**src/rtl/fifo_rd_packer_if.sv**
```systemverilog
// rtl/fifo_rd_packer_if.sv - FIFO read port and packed output stream bundle for fifo_rd_packer
interface fifo_rd_packer_if #(
    parameter int DATA_SIZE = 8,
    parameter int LANES     = 4
);
    logic                       r_empty;
    logic                       r_en;
    logic [DATA_SIZE-1:0]       r_data;
    logic [LANES*DATA_SIZE-1:0] out_data;
    logic [LANES-1:0]           out_keep;
    logic                       out_valid;
    logic                       out_ready;

    modport master (
        input  r_empty,
        input  r_data,
        input  out_ready,
        output r_en,
        output out_data,
        output out_keep,
        output out_valid
    );

    modport slave (
        output r_empty,
        output r_data,
        output out_ready,
        input  r_en,
        input  out_data,
        input  out_keep,
        input  out_valid
    );
endinterface

```
**src/rtl/fifo_rd_packer.sv**
```systemverilog
// rtl/fifo_rd_packer.sv - packs FIFO read bytes into LANES-wide words with flush of partial words
module fifo_rd_packer #(
    parameter int DATA_SIZE = 8,
    parameter int LANES     = 4
) (
    input  logic              r_clk,
    input  logic              r_rst,
    fifo_rd_packer_if.master  bus,
    input  logic              flush,
    output logic              flush_done,
    output logic [15:0]       word_cnt
);
    localparam int CW = $clog2(LANES + 1);
    localparam logic [CW-1:0] FULL_CNT = CW'(LANES);
    localparam logic [CW:0]   LANES_W  = (CW + 1)'(LANES);

    typedef enum logic {RUN, FLUSH} state_t;

    state_t                     state;
    logic                       rd_pending;
    logic [CW-1:0]              lane_cnt;
    logic [LANES*DATA_SIZE-1:0] acc;

    logic                       slot_free;
    logic                       handshake;
    logic                       load_full;
    logic                       flush_exit;
    logic                       load_word;
    logic [CW:0]                fill_level;
    logic [LANES-1:0]           keep_mask;
    logic [LANES*DATA_SIZE-1:0] packed_word;

    // A read may only be issued if its byte still has a lane once the pending one lands.
    assign fill_level = {1'b0, lane_cnt} + {{CW{1'b0}}, rd_pending};
    assign bus.r_en   = !r_rst && !bus.r_empty && (state == RUN) && (fill_level < LANES_W);

    always_comb begin
        slot_free   = !bus.out_valid || bus.out_ready;
        handshake   = bus.out_valid && bus.out_ready;
        load_full   = (state == RUN) && (lane_cnt == FULL_CNT) && slot_free;
        flush_exit  = (state == FLUSH) && !rd_pending && slot_free;
        load_word   = load_full || (flush_exit && (lane_cnt != '0));
        keep_mask   = '0;
        packed_word = '0;
        for (int i = 0; i < LANES; i++) begin
            keep_mask[i] = (CW'(i) < lane_cnt);
            if (keep_mask[i]) begin
                packed_word[i*DATA_SIZE +: DATA_SIZE] = acc[i*DATA_SIZE +: DATA_SIZE];
            end
        end
    end

    always_ff @(posedge r_clk) begin
        if (r_rst) begin
            state         <= RUN;
            rd_pending    <= 1'b0;
            lane_cnt      <= '0;
            acc           <= '0;
            bus.out_valid <= 1'b0;
            bus.out_data  <= '0;
            bus.out_keep  <= '0;
            flush_done    <= 1'b0;
            word_cnt      <= 16'd0;
        end else begin
            rd_pending <= bus.r_en;
            flush_done <= flush_exit;

            if (handshake) begin
                word_cnt <= word_cnt + 16'd1;
            end

            // Loading only happens with no byte in flight, so capture and load never collide.
            if (load_word) begin
                bus.out_data  <= packed_word;
                bus.out_keep  <= keep_mask;
                bus.out_valid <= 1'b1;
                lane_cnt      <= '0;
            end else begin
                if (handshake) begin
                    bus.out_valid <= 1'b0;
                end
                if (flush_exit) begin
                    lane_cnt <= '0;
                end else if (rd_pending) begin
                    lane_cnt <= lane_cnt + 1'b1;
                end
            end

            for (int i = 0; i < LANES; i++) begin
                if (rd_pending && !load_word && (lane_cnt == CW'(i))) begin
                    acc[i*DATA_SIZE +: DATA_SIZE] <= bus.r_data;
                end
            end

            case (state)
                RUN:     if (flush) state <= FLUSH;
                FLUSH:   if (flush_exit) state <= RUN;
                default: state <= RUN;
            endcase
        end
    end
endmodule

```
**src/flat_wrapper.sv**
```systemverilog
// flat-port wrapper written by rule: the top's interface ports become plain ports
module fifo_rd_packer_flat 
#(
    parameter int DATA_SIZE = 8,
    parameter int LANES     = 4
)
  (r_clk, r_rst, flush, flush_done, word_cnt, bus_r_empty, bus_r_data, bus_out_ready, bus_r_en, bus_out_data, bus_out_keep, bus_out_valid);
  fifo_rd_packer_if #(.DATA_SIZE(DATA_SIZE), .LANES(LANES)) bus_i ();
  input  logic r_clk;
  input  logic r_rst;
  input  logic flush;
  output logic flush_done;
  output logic [15:0] word_cnt;
  input wire logic [$bits(bus_i.r_empty)-1:0] bus_r_empty;
  input wire logic [$bits(bus_i.r_data)-1:0] bus_r_data;
  input wire logic [$bits(bus_i.out_ready)-1:0] bus_out_ready;
  output wire logic [$bits(bus_i.r_en)-1:0] bus_r_en;
  output wire logic [$bits(bus_i.out_data)-1:0] bus_out_data;
  output wire logic [$bits(bus_i.out_keep)-1:0] bus_out_keep;
  output wire logic [$bits(bus_i.out_valid)-1:0] bus_out_valid;
  assign bus_i.r_empty = bus_r_empty;
  assign bus_i.r_data = bus_r_data;
  assign bus_i.out_ready = bus_out_ready;
  assign bus_r_en = bus_i.r_en;
  assign bus_out_data = bus_i.out_data;
  assign bus_out_keep = bus_i.out_keep;
  assign bus_out_valid = bus_i.out_valid;
  fifo_rd_packer #(.DATA_SIZE(DATA_SIZE), .LANES(LANES)) u_core (.r_clk(r_clk), .r_rst(r_rst), .bus(bus_i), .flush(flush), .flush_done(flush_done), .word_cnt(word_cnt));
endmodule
```
**config.mk**
```make
export PLATFORM = sky130hd
export DESIGN_NAME = fifo_rd_packer_flat
export DESIGN_NICKNAME = d
export VERILOG_FILES = /design/src/rtl/fifo_rd_packer_if.sv /design/src/rtl/fifo_rd_packer.sv /design/src/flat_wrapper.sv
export SDC_FILE = /design/constraint.sdc
export NUM_CORES = 1
export LEC_CHECK = 0
export BUFFER_PORTS_ARGS = -buffer_cell sky130_fd_sc_hd__buf_4
export CAP_MARGIN = 5
export CELL_PAD_IN_SITES_DETAIL_PLACEMENT = 1
export CELL_PAD_IN_SITES_GLOBAL_PLACEMENT = 1
export CORE_UTILIZATION = 40
export DETAILED_ROUTE_END_ITERATION = 12
export PLACE_DENSITY_LB_ADDON = 0.25
export SYNTH_ARGS = -nofsm -noshare
export SYNTH_HDL_FRONTEND = slang
export SYNTH_SLANG_ARGS = --single-unit
```
**constraint.sdc**
```tcl
create_clock -name r_clk -period 2.1 [get_ports r_clk]
set_input_delay 0.21 -clock r_clk [delete_from_list [all_inputs] [get_ports r_clk]]
set_output_delay 0.21 -clock r_clk [all_outputs]
set_load 0.005 [all_outputs]
```
-- After elaboration in Yosys (flattened, before gate mapping)
Cells that the tools add are included.
- memories kept: 0
- output and inout port bits: 55
- register bits: 91
- input port bits: 13
- bits in writable memories: 0
- memory bits (read-only): 0
- bits in latches: 0
- bitwise logic cells: 1
- reduce and logical (&&, ||, !) cells: 25
- eq/ne operators: 4
- div/mod/pow operators: 0
- magnitude comparators: 5
- add/subtract/negate cells: 3
- $mul: 0
- shift-type cells: 0
- multiplexer cells: 9
- operator list (cell ; count):
    8-bit 2-to-1 mux ; 4
    16-bit by 1-bit adder with 16-bit output, second input constant ; 1
    1-bit logical AND ; 14
    3-bit by 2-bit == test with 1-bit output, second input constant ; 2
    1-bit by 3-bit less-than comparator with 1-bit output, first input constant ; 2
    2-bit by 3-bit less-than comparator with 1-bit output, first input constant ; 2
    1-bit logical NOT ; 5
    3-bit by 1-bit adder with 4-bit output ; 1
    4-bit by 3-bit less-than comparator with 1-bit output, second input constant ; 1
    1-bit 2-to-1 mux ; 4
    3-bit by 1-bit adder with 3-bit output, second input constant ; 1
    3-bit by 1-bit == test with 1-bit output, second input constant ; 1
    3-bit == test, second input constant ; 1
    3-bit logical NOT ; 1
    3-bit nonzero test ; 1
    3-bit OR reduction ; 1
    1-bit logical OR ; 2
    1-bit one-hot mux with 2 select lines ; 1
    2-bit nonzero test ; 1
    1-bit inverter ; 1

-- Logic depth before layout (Yosys ltp)
Gate-level depths: netlist (run 1).
- word-level depth: 8
- depth in mapped cells: 9
- mapped depth without buffers: 6

-- Least setup slack after synthesis (run 1)
No wires, ideal clock.
- kind: reg-to-reg
- start point: register u_core.lane_cnt[0]
- end point: register u_core.bus.out_data[30]
- data arrival time: 1.701 ns
- setup slack: 0.329 ns
- library setup time: 0.070 ns
- stages on the path, launching flop included: 10
- period minus slack after synthesis: 1.771 ns
- path through: dfxtp_1 clkbuf_1 inv_1 ha_1 nand2b_1 o2111a_1 buf_2 buf_2 nand3_1 a21oi_1
- word-level cells in the longest chain between the ends: 4
- ends and longest elaborated chain (what ; RTL line ; source):
    start, declared ; fifo_rd_packer.sv:21 ; logic [CW-1:0] lane_cnt;
    start signal, assigned ; fifo_rd_packer.sv:85 ; lane_cnt <= lane_cnt + 1'b1;
    parallel branches: the longest is 4 deep, another holds 2-bit by 3-bit less-than comparator with 1-bit output ; n/a ;
    end signal, assigned ; fifo_rd_packer.sv:74 ; bus.out_data <= packed_word;
    end, declared ; fifo_rd_packer_if.sv:19 ; output out_data,
Several ways; the timed one is not identified.
A chain may end at the register's enable or synchronous reset.

-- Final worst setup path (run 1)
- start point: register u_core.lane_cnt[2]
- end point: output port bus_r_en
- word-level cells in the longest chain between the ends: 3
- ends and longest elaborated chain (what ; RTL line ; source):
    3-bit by 1-bit adder with 4-bit output ; fifo_rd_packer.sv:34 ; assign fill_level = {1'b0, lane_cnt} + {{CW{1'b0}}, rd_pending};
    4-bit by 3-bit less-than comparator with 1-bit output ; fifo_rd_packer.sv:35 ; assign bus.r_en = !r_rst && !bus.r_empty && (state == RUN) && (fill_level < LANES_W);
    1-bit logical AND ; fifo_rd_packer.sv:35 ;
    end, declared ; flat_wrapper.sv:17 ; output wire logic [$bits(bus_i.r_en)-1:0] bus_r_en;
Every way passes these cells.

==> impl_metrics.yaml, run 1 <==
floorplan:
  fp.dieW_um: 95.7
  coreArea_um2: 8340
  std_cell_rows: 33
  ios: 68
  die_y_um: 95.7
  dieArea_um2: 9160
  start_util_pct: 42.1
layout:
  finalNetCount: 491
  layout-drive-gt1-share_pct: 21.1
  stdcell_area_um2: 4280
  area_growth_syn_to_layout_pct: 22.0
  diodes: 0
  num-fill-cells: 1029
setup_path:
  setup.worst_path.class: "flop to primary output"
  crit_fanout: 17
  end_kind: "primary output"
  cp.arrival_ns: 1.69
  r2r_cells: 4
  crit_path_start_kind: "flop"
  cp.required_ns: 1.89
placement:
  hpwl_um: 6130
  placed_area_um2: 4090
  place.gp.congestion: 0.772
  io_buffers: 67
power_and_ir_drop:
  p_leak_nw: 1.59
  pwr_density_cell_nw_per_um2: 747
  ir_worst_vdd_mv: 0.440
logic_synthesis:
  ys_ff_latch: 91
  postSynthNetCount: 436
  ys_warn_count: 0
  syn_area_um2: 3510
  synth_cell_types: 39
  yosysSeqAreaShare_pct: 51.9
  syn_avg_cell_area_um2: 8.38
  synthCells: 419
sta:
  finalCriticalPeriod_ns: 1.90
  rsz0062_at_grt: "no"
  max_freq_ghz: 0.525
  relSlewSlack_pct: 66.7
  hold_viol_final: 0
  clock-skew-final_ns: 0.0125
  final_max_slew_viol_count: 0
  setup_viol: 0
  fin_crit_sh_pct: 90.7
  fin_tns_setup_ns: 0
  max_slew.worst_pin.slew_ns: 0.500
cts:
  clk_latency_ns: 0.36
  cts.sinks: 91
  cts.path.max_buffers: 2
  path_clk_slew_ns: 0.10
  cts_hold_buffers: 0
  cts-root-buf: "clkbuf_8"
  cts_setup_buffers: 0
  cts_made_buffers: 9
  cts_tree: "built"
  cts.htree.levels: 3
route:
  detail-route-antenna-nets: 0
  drc: 0
  vias_per_cell: 5.29
  totalWireLength_um: 9130
  vias: 3089
  drtIter0Drc: 94
  first_pass_iters: 4
  wire_per_inst_um: 15.6
global_route:
  grt_max_degree: 38
  grt_antenna_before_repair: 0
  grt.total_usage_pct: 21.3
  grt_pass1_vias: 2972
  overflow: 0
  grt_pass1_wl_um: 14900
hold_path:
  hold_depth: 3
  hold_class: "primary input to flop"
job:
  max_cap_violations: 0
outcome:
  outcome: "complete, no violations"
==> cell usage after synthesis <==
| cell | number | share of area [%] |
|---|---|---|
| dfxtp_1 | 91 | 52 |
| nand2_1 | 80 | 8.6 |
| a21oi_1 | 65 | 9.3 |
| nand3_1 | 53 | 7.6 |
| nor2_1 | 27 | 2.9 |
| clkbuf_1 | 15 | 1.6 |
| buf_2 | 10 | 1.4 |
| mux2i_1 | 9 | 2.6 |
| xor2_1 | 8 | 2.0 |
| buf_1 | 6 | 0.64 |
| o21ai_0 | 5 | 0.71 |
| ha_1 | 4 | 1.4 |
| nor3_1 | 4 | 0.57 |
| a31oi_1 | 3 | 0.53 |
| inv_1 | 3 | 0.32 |
| nand4_1 | 3 | 0.53 |
| or3_1 | 3 | 0.53 |
| or3_2 | 3 | 0.64 |
| xnor2_1 | 3 | 0.75 |
| and3_1 | 2 | 0.36 |
| nor2b_1 | 2 | 0.36 |
| nor4_1 | 2 | 0.36 |
| or4_1 | 2 | 0.43 |
| a211oi_1 | 1 | 0.21 |
| a21o_1 | 1 | 0.21 |
| and2b_2 | 1 | 0.25 |
| and4_1 | 1 | 0.25 |
| and4_2 | 1 | 0.29 |
| and4_4 | 1 | 0.32 |
| buf_6 | 1 | 0.32 |
| nand2b_1 | 1 | 0.18 |
| nand3_2 | 1 | 0.29 |
| o2111a_1 | 1 | 0.32 |
| o2111ai_2 | 1 | 0.43 |
| o21bai_1 | 1 | 0.21 |
| o31ai_1 | 1 | 0.21 |
| or2_1 | 1 | 0.18 |
| or2_2 | 1 | 0.18 |
| or2b_2 | 1 | 0.25 |
==> metrics by stage <==
stage,instances,setup slack (ns),utilization [%],power [mW],hold slack (ns)
after floorplan,419,0.329,-,1.94,0.346
after global placement,568,0.471,49.0,2.03,0.441
after detailed placement,568,0.429,49.0,2.03,0.449
after CTS,584,0.0609,51.3,3.22,0.116
after global routing,584,0.117,51.3,3.32,0.135
final,584,0.196,51.3,3.20,0.122
==> worst paths after layout <==
path | endpoint | start | slack, ns
max | bus_r_en | u_core.lane_cnt[2] | 0.20
min | u_core.acc[14] | bus_r_data[6] | 0.12
max reg2reg | u_core.word_cnt[15] | u_core.word_cnt[5] | 0.40
min reg2reg | u_core.bus.out_data[11] | u_core.bus.out_data[11] | 0.46
==> placed cells by master (no fill, tap or decap), types with 3 or more instances in the layout <==
cell | netlist | routed
a31oi_1 | 3 | 3
xor2_1 | 8 | 8
o21ai_0 | 5 | 5
nor2_1 | 27 | 27
or3_2 | 3 | 3
buf_4 | 0 | 75
or3_1 | 3 | 3
clkbuf_8 | 0 | 10
nand3_1 | 53 | 53
nor3_1 | 4 | 4
nand2_1 | 80 | 80
nand4_1 | 3 | 3
inv_1 | 3 | 3
mux2i_1 | 9 | 9
a21oi_1 | 65 | 65
xnor2_1 | 3 | 3
dfxtp_1 | 91 | 90
ha_1 | 4 | 4
==> area by class of cell <==
class	count	area, um2	share of cell area, %
clock buffers	12	145	3.39
repair buffers	76	583	13.6
flip-flops and latches	91	1820	42.6
clock inverters	4	50.0	1.17
inverters	3	11.3	0.263
multi-input cells	293	1540	35.9
well taps	105	131	3.07
==> state kept, by name, indices dropped and copies added (netlist names), 3 cells and up <==
register             count
u_core.bus.out_data     32
u_core.word_cnt         16
u_core.lane_cnt          3
u_core.acc              32
u_core.bus.out_keep      4
==> power by group <==
part	internal, mW	switching, mW
Combinational	0.0780	0.148
Clock	0.582	0.622
Sequential	1.75	0.0186
Total	2.41	0.789
==> what timing repair did <==
action,CTS,global route
gates resized for setup,0,1
endpoints found under the setup margin,0,1
hold endpoints to repair,0,0
==> kinds of logic (layout without fill, tap and decap cells) <==
logic type	count (synthesis)	after routing	synth area share [%]
AO/OA/AOI/OAI	79	79	12.1
XOR/XNOR	11	11	2.74
adder cells (fa/ha/maj)	4	4	1.43
buffers and inverters	35	95	4.31
flip-flops	91	91	51.9
multiplexers	9	9	2.57
AND/OR/NAND/NOR	190	190	24.9
==> metal layers <==
| layer | GRT usage (%) | up-vias | part of all wire (%) |
|---|---|---|---|
| met3 | 3.43 | 10 | 2.9 |
| li1 | - | 1532 | - |
| met2 | 34.9 | 47 | 49 |
| met1 | 27.7 | 1500 | 47 |
| met5 | 0 | - | 0 |
| met4 | 8.71 | 0 | 1.5 |
==> critical path, stage by stage, from the launching register on <==
cell and delay [ns]:
dfxtp_2 0.42, or4_1 0.58, a31oi_1 0.20, buf_4 0.14
(Power assumes the default switching activity.)
==> run 2, diff against run 1 <==
--- a/config.mk
+++ b/config.mk
@@ -5,12 +5,13 @@
 export SDC_FILE = /design/constraint.sdc
 export NUM_CORES = 1
 export LEC_CHECK = 0
-export BUFFER_PORTS_ARGS = -buffer_cell sky130_fd_sc_hd__buf_4
+export ABC_CLOCK_PERIOD_IN_PS = 2100
 export CAP_MARGIN = 5
 export CELL_PAD_IN_SITES_DETAIL_PLACEMENT = 1
 export CELL_PAD_IN_SITES_GLOBAL_PLACEMENT = 1
 export CORE_UTILIZATION = 40
 export DETAILED_ROUTE_END_ITERATION = 12
+export DONT_BUFFER_PORTS = 1
 export PLACE_DENSITY_LB_ADDON = 0.25
 export SYNTH_ARGS = -nofsm -noshare
 export SYNTH_HDL_FRONTEND = slang
==> impl_metrics.yaml, run 2 (synthesis results as in run 1) <==
layout:
  multi_input_area_um2: 1540
  regArea_um2: 1820
  num-fill-cells: 1005
  utilization_pct: 46.6
  diodes: 0
  reg_top3: "u_core.acc x32, u_core.bus.out_data x32, u_core.word_cnt x16"
  stdcell_area_um2: 3890
  area_growth_syn_to_layout_pct: 10.7
  finalNetCount: 433
  final_common_cell: "dfxtp_1"
  layout_common_cells: "dfxtp_1, nand2_1, a21oi_1"
  layout-drive-gt1-share_pct: 7.84
floorplan:
  start_util_pct: 42.1
  ios: 68
  dieArea_um2: 9160
  die_y_um: 95.7
  std_cell_rows: 33
  coreArea_um2: 8340
  fp.dieW_um: 95.7
sta:
  worst_slack_ns: 0.149
  timing.hold.ws_ns: 0.00840
  max_slew.worst_pin.slew_ns: 0.583
  finalCriticalPeriod_ns: 1.95
  hold_viol_final: 0
  fin_crit_sh_pct: 92.9
  clock-skew-final_ns: 0.0115
  fin_tns_setup_ns: 0
  max_freq_ghz: 0.512
  rsz0062_at_grt: "no"
  relSlewSlack_pct: 61.0
  setup_viol: 0
  final_max_slew_viol_count: 0
cts:
  ctsResizeCount: 0
  cts_made_buffers: 9
  cts-root-buf: "clkbuf_8"
  cts.path.max_buffers: 2
  cts.htree.levels: 3
  cts_setup_buffers: 0
  path_clk_slew_ns: 0.09
  cts_hold_buffers: 9
  clk_latency_ns: 0.36
  cts.sinks: 91
  cts_tree: "built"
setup_path:
  end_kind: "primary output"
  cp.required_ns: 1.89
  r2r_slack_ns: 0.37
  r2r_cells: 5
  regToRegStartpoint: "u_core.lane_cnt[2]"
  setup.worst_path.class: "flop to primary output"
  crit_fanout: 17
  crit_path_start_kind: "flop"
  cp.arrival_ns: 1.74
  r2r-end: "u_core.bus.out_data[5]"
hold_path:
  hold_class: "primary input to flop"
  hold_start: "bus_r_data[1]"
  hold_depth: 2
  hold_end: "u_core.acc[25]"
route:
  wire_per_inst_um: 16.9
  drc: 0
  detail-route-antenna-nets: 0
  first_pass_iters: 4
  vias_per_cell: 5.38
  totalWireLength_um: 8870
  drtIter0Drc: 88
  vias: 2832
placement:
  place.gp.congestion: 0.764
  io_buffers: 0
  hpwl_um: 5640
  placed_area_um2: 3570
  dp_slack_ns: 0.384
global_route:
  grt_pass1_wl_um: 14100
  overflow: 0
  grt.total_usage_pct: 20.3
  grt_pass1_vias: 2860
  grt_max_degree: 88
  grt_antenna_before_repair: 0
job:
  max_cap_violations: 0
power_and_ir_drop:
  ir_worst_vdd_mv: 0.344
  p_leak_nw: 1.27
  pwr_density_cell_nw_per_um2: 812
outcome:
  outcome: "complete, no violations"
## run 2: cell types whose count changed in the layout (fill, tap and decap cells not counted), sizes merged
cell and delta:
dlygate4sd3 +9, inv +1, clkbuf -1, buf -67
## run 2: worst max-delay path: stages (launching register included)
cell	delay (ns)
dfxtp_1	0.50
or4_1	0.62
a31oi_1	0.27
## run 2: layer usage
layer	vias up	global-route usage (%)	share of wire [%]
met4	0	8.08	1.5
met2	59	32.3	46
met1	1342	26.3	48
met5	-	0	0
li1	1419	-	-
met3	12	5.02	4.6
## run 2: layout make-up
| cell class | count | area share, % |
|---|---|---|
| multi-input combinational | 293 | 39.6 |
| tap | 105 | 3.38 |
| inverter | 3 | 0.290 |
| sequential | 91 | 46.9 |
| clock buffer | 11 | 3.38 |
| timing repair buffer | 18 | 4.89 |
| clock inverter | 5 | 1.61 |
## run 2: stage by stage
step	total power, mW	cells
6_report	3.16	526
5_1_grt	3.28	526
4_1_cts	3.18	525
3_5_place_dp	1.96	500
3_3_place_gp	1.96	500
2_1_floorplan	1.94	419
## run 2: how the worst max path moves through the flow
stage / from / depth (start not counted) / endpoint
6_report: u_core.lane_cnt[2] / 2 / bus_r_en
2_1_floorplan: u_core.lane_cnt[0] / 9 / u_core.bus.out_data[30]
3_5_place_dp: u_core.lane_cnt[2] / 5 / u_core.bus.out_data[5]
4_1_cts: u_core.lane_cnt[2] / 2 / bus_r_en
3_3_place_gp: u_core.bus.out_valid / 4 / u_core.word_cnt[15]
5_1_grt: u_core.lane_cnt[2] / 2 / bus_r_en
## run 2: power breakdown
part | internal, mW | switching, mW | total (mW)
clock network | 0.558 | 0.626 | 1.18
logic | 0.0689 | 0.135 | 0.204
registers | 1.75 | 0.0206 | 1.77
==> run 3, diff against run 2 <==
--- a/config.mk
+++ b/config.mk
@@ -6,12 +6,13 @@
 export NUM_CORES = 1
 export LEC_CHECK = 0
 export ABC_CLOCK_PERIOD_IN_PS = 2100
+export BUFFER_PORTS_ARGS = -buffer_cell sky130_fd_sc_hd__buf_4
 export CAP_MARGIN = 5
 export CELL_PAD_IN_SITES_DETAIL_PLACEMENT = 1
 export CELL_PAD_IN_SITES_GLOBAL_PLACEMENT = 1
-export CORE_UTILIZATION = 40
+export CORE_UTILIZATION = 42
+export CTS_BUF_LIST = sky130_fd_sc_hd__clkbuf_8
 export DETAILED_ROUTE_END_ITERATION = 12
-export DONT_BUFFER_PORTS = 1
 export PLACE_DENSITY_LB_ADDON = 0.25
 export SYNTH_ARGS = -nofsm -noshare
 export SYNTH_HDL_FRONTEND = slang
==> impl_metrics.yaml, run 3 (synthesis results as in run 1) <==
outcome:
  outcome: "complete, no violations"
sta:
  relSlewSlack_pct: 65.4
  max_freq_ghz: 0.548
  setup_viol: 0
  final_max_slew_viol_count: 0
  timing.hold.ws_ns: 0.127
  max_slew.worst_pin.slew_ns: 0.519
  fin_tns_setup_ns: 0
  rsz0062_at_grt: "no"
  hold_viol_final: 0
  clock-skew-final_ns: 0.0121
  finalCriticalPeriod_ns: 1.82
  fin_crit_sh_pct: 86.8
placement:
  placed_area_um2: 4090
  place.gp.congestion: 0.748
  hpwl_um: 6270
  io_buffers: 67
cts:
  cts.path.max_buffers: 2
  cts.htree.levels: 3
  ctsResizeCount: 0
  cts_tree: "built"
  path_clk_slew_ns: 0.09
  cts_made_buffers: 9
  cts_hold_buffers: 0
  cts-root-buf: "clkbuf_8"
  cts.sinks: 91
  cts_setup_buffers: 0
  clk_latency_ns: 0.36
route:
  vias_per_cell: 5.34
  wire_per_inst_um: 15.6
  totalWireLength_um: 9080
  vias: 3108
  detail-route-antenna-nets: 0
  drc: 0
  first_pass_iters: 4
  drtIter0Drc: 132
setup_path:
  crit_path_start_kind: "flop"
  path_depth: 3
  max_stage_delay_ns: 0.57
  crit_fanout: 6
  critPathLaunch: "u_core.lane_cnt[2]"
  cp-endpoint: "bus_r_en"
  crit_chain: "or4_1, a31oi_1, buf_4"
  r2r-end: "u_core.word_cnt[15]"
  critPathTopFamily: "simple AND/OR/NAND/NOR gates"
  critPathBufInv: 1
  end_kind: "primary output"
  cp.arrival_ns: 1.61
  regToRegStartpoint: "u_core.word_cnt[3]"
  setup.worst_path.class: "flop to primary output"
  crit_path_top_delay_cell: "or4_1"
  cp.required_ns: 1.89
  r2r_slack_ns: 0.41
  r2r_cells: 4
floorplan:
  coreArea_um2: 7890
  die_y_um: 93.4
  std_cell_rows: 32
  dieArea_um2: 8730
  fp.dieW_um: 93.4
  start_util_pct: 44.5
  ios: 68
global_route:
  overflow: 0
  grt.total_usage_pct: 22.6
  grt_max_degree: 47
  grt_pass1_vias: 3166
  grt_pass1_wl_um: 15300
  grt_antenna_before_repair: 0
layout:
  finalNetCount: 492
  diodes: 0
  utilization_pct: 54.1
  area_growth_syn_to_layout_pct: 21.5
  layout-drive-gt1-share_pct: 21.3
  stdcell_area_um2: 4270
  layout_common_cells: "dfxtp_1, nand2_1, buf_4"
  reg_top3: "u_core.acc x32, u_core.bus.out_data x32, u_core.word_cnt x16"
  final_common_cell: "dfxtp_1"
power_and_ir_drop:
  pwr_density_cell_nw_per_um2: 717
  totalPowerFinal_mw: 3.06
  p_leak_nw: 1.58
  ir_worst_vdd_mv: 0.297
hold_path:
  hold_class: "primary input to flop"
job:
  max_cap_violations: 0
run 3: changes by cell type in the layout (fill, tap and decap cells not counted), sizes merged:
cell | previous run | this run
buf | 9 | 77
bufinv | 1 | 0
clkbuf | 11 | 10
clkinvlp | 2 | 3
dlygate4sd3 | 9 | 0
inv | 4 | 5
run 3: final cells by class:
class	count	area, um2
clock buffer	10	138
clock inverter	6	40.0
fill	965	3620
inverter	3	11.3
multi-input combinational	293	1540
sequential	91	1820
tap	102	128
timing repair buffer	77	591
run 3: per-layer routing:
layer / vias up / track usage [%] / wire length [um]
li1: 1532 / - / -
met1: 1502 / 27.2 / 3840
met2: 64 / 39.6 / 4670
met3: 10 / 4.15 / 438
met4: 0 / 8.72 / 126
met5: - / 0 / 0
run 3: where the power goes:
part	switching [mW]	internal [mW]
Sequential	0.0171	1.75
Clock	0.607	0.460
Combinational	0.150	0.0782
run 3: how the worst min path moves through the flow:
stage | start | to | slack, ns | cells after the start
floorplan | bus_r_data[0] | u_core.acc[24] | 0.35 | 2
global placement | u_core.bus.out_data[21] | u_core.bus.out_data[21] | 0.44 | 2
detailed placement | u_core.acc[19] | u_core.acc[19] | 0.45 | 2
CTS | bus_r_empty | u_core.rd_pending | 0.12 | 3
global route | bus_r_empty | u_core.rd_pending | 0.12 | 3
finish | bus_r_empty | u_core.rd_pending | 0.13 | 3
run 3: metrics by stage:
stage	setup WS [ns]	instances
floorplan	0.329	419
global placement	0.517	566
detailed placement	0.401	566
CTS	0.259	582
global route	0.206	582
finish	0.277	582
run 3: worst min-delay path: cells and delay by family:
kind | cells | cell delay [ns]
buffers and inverters | 1 | 0.07
AO/OA/AOI/OAI | 1 | 0.04
AND/OR/NAND/NOR | 1 | 0.11
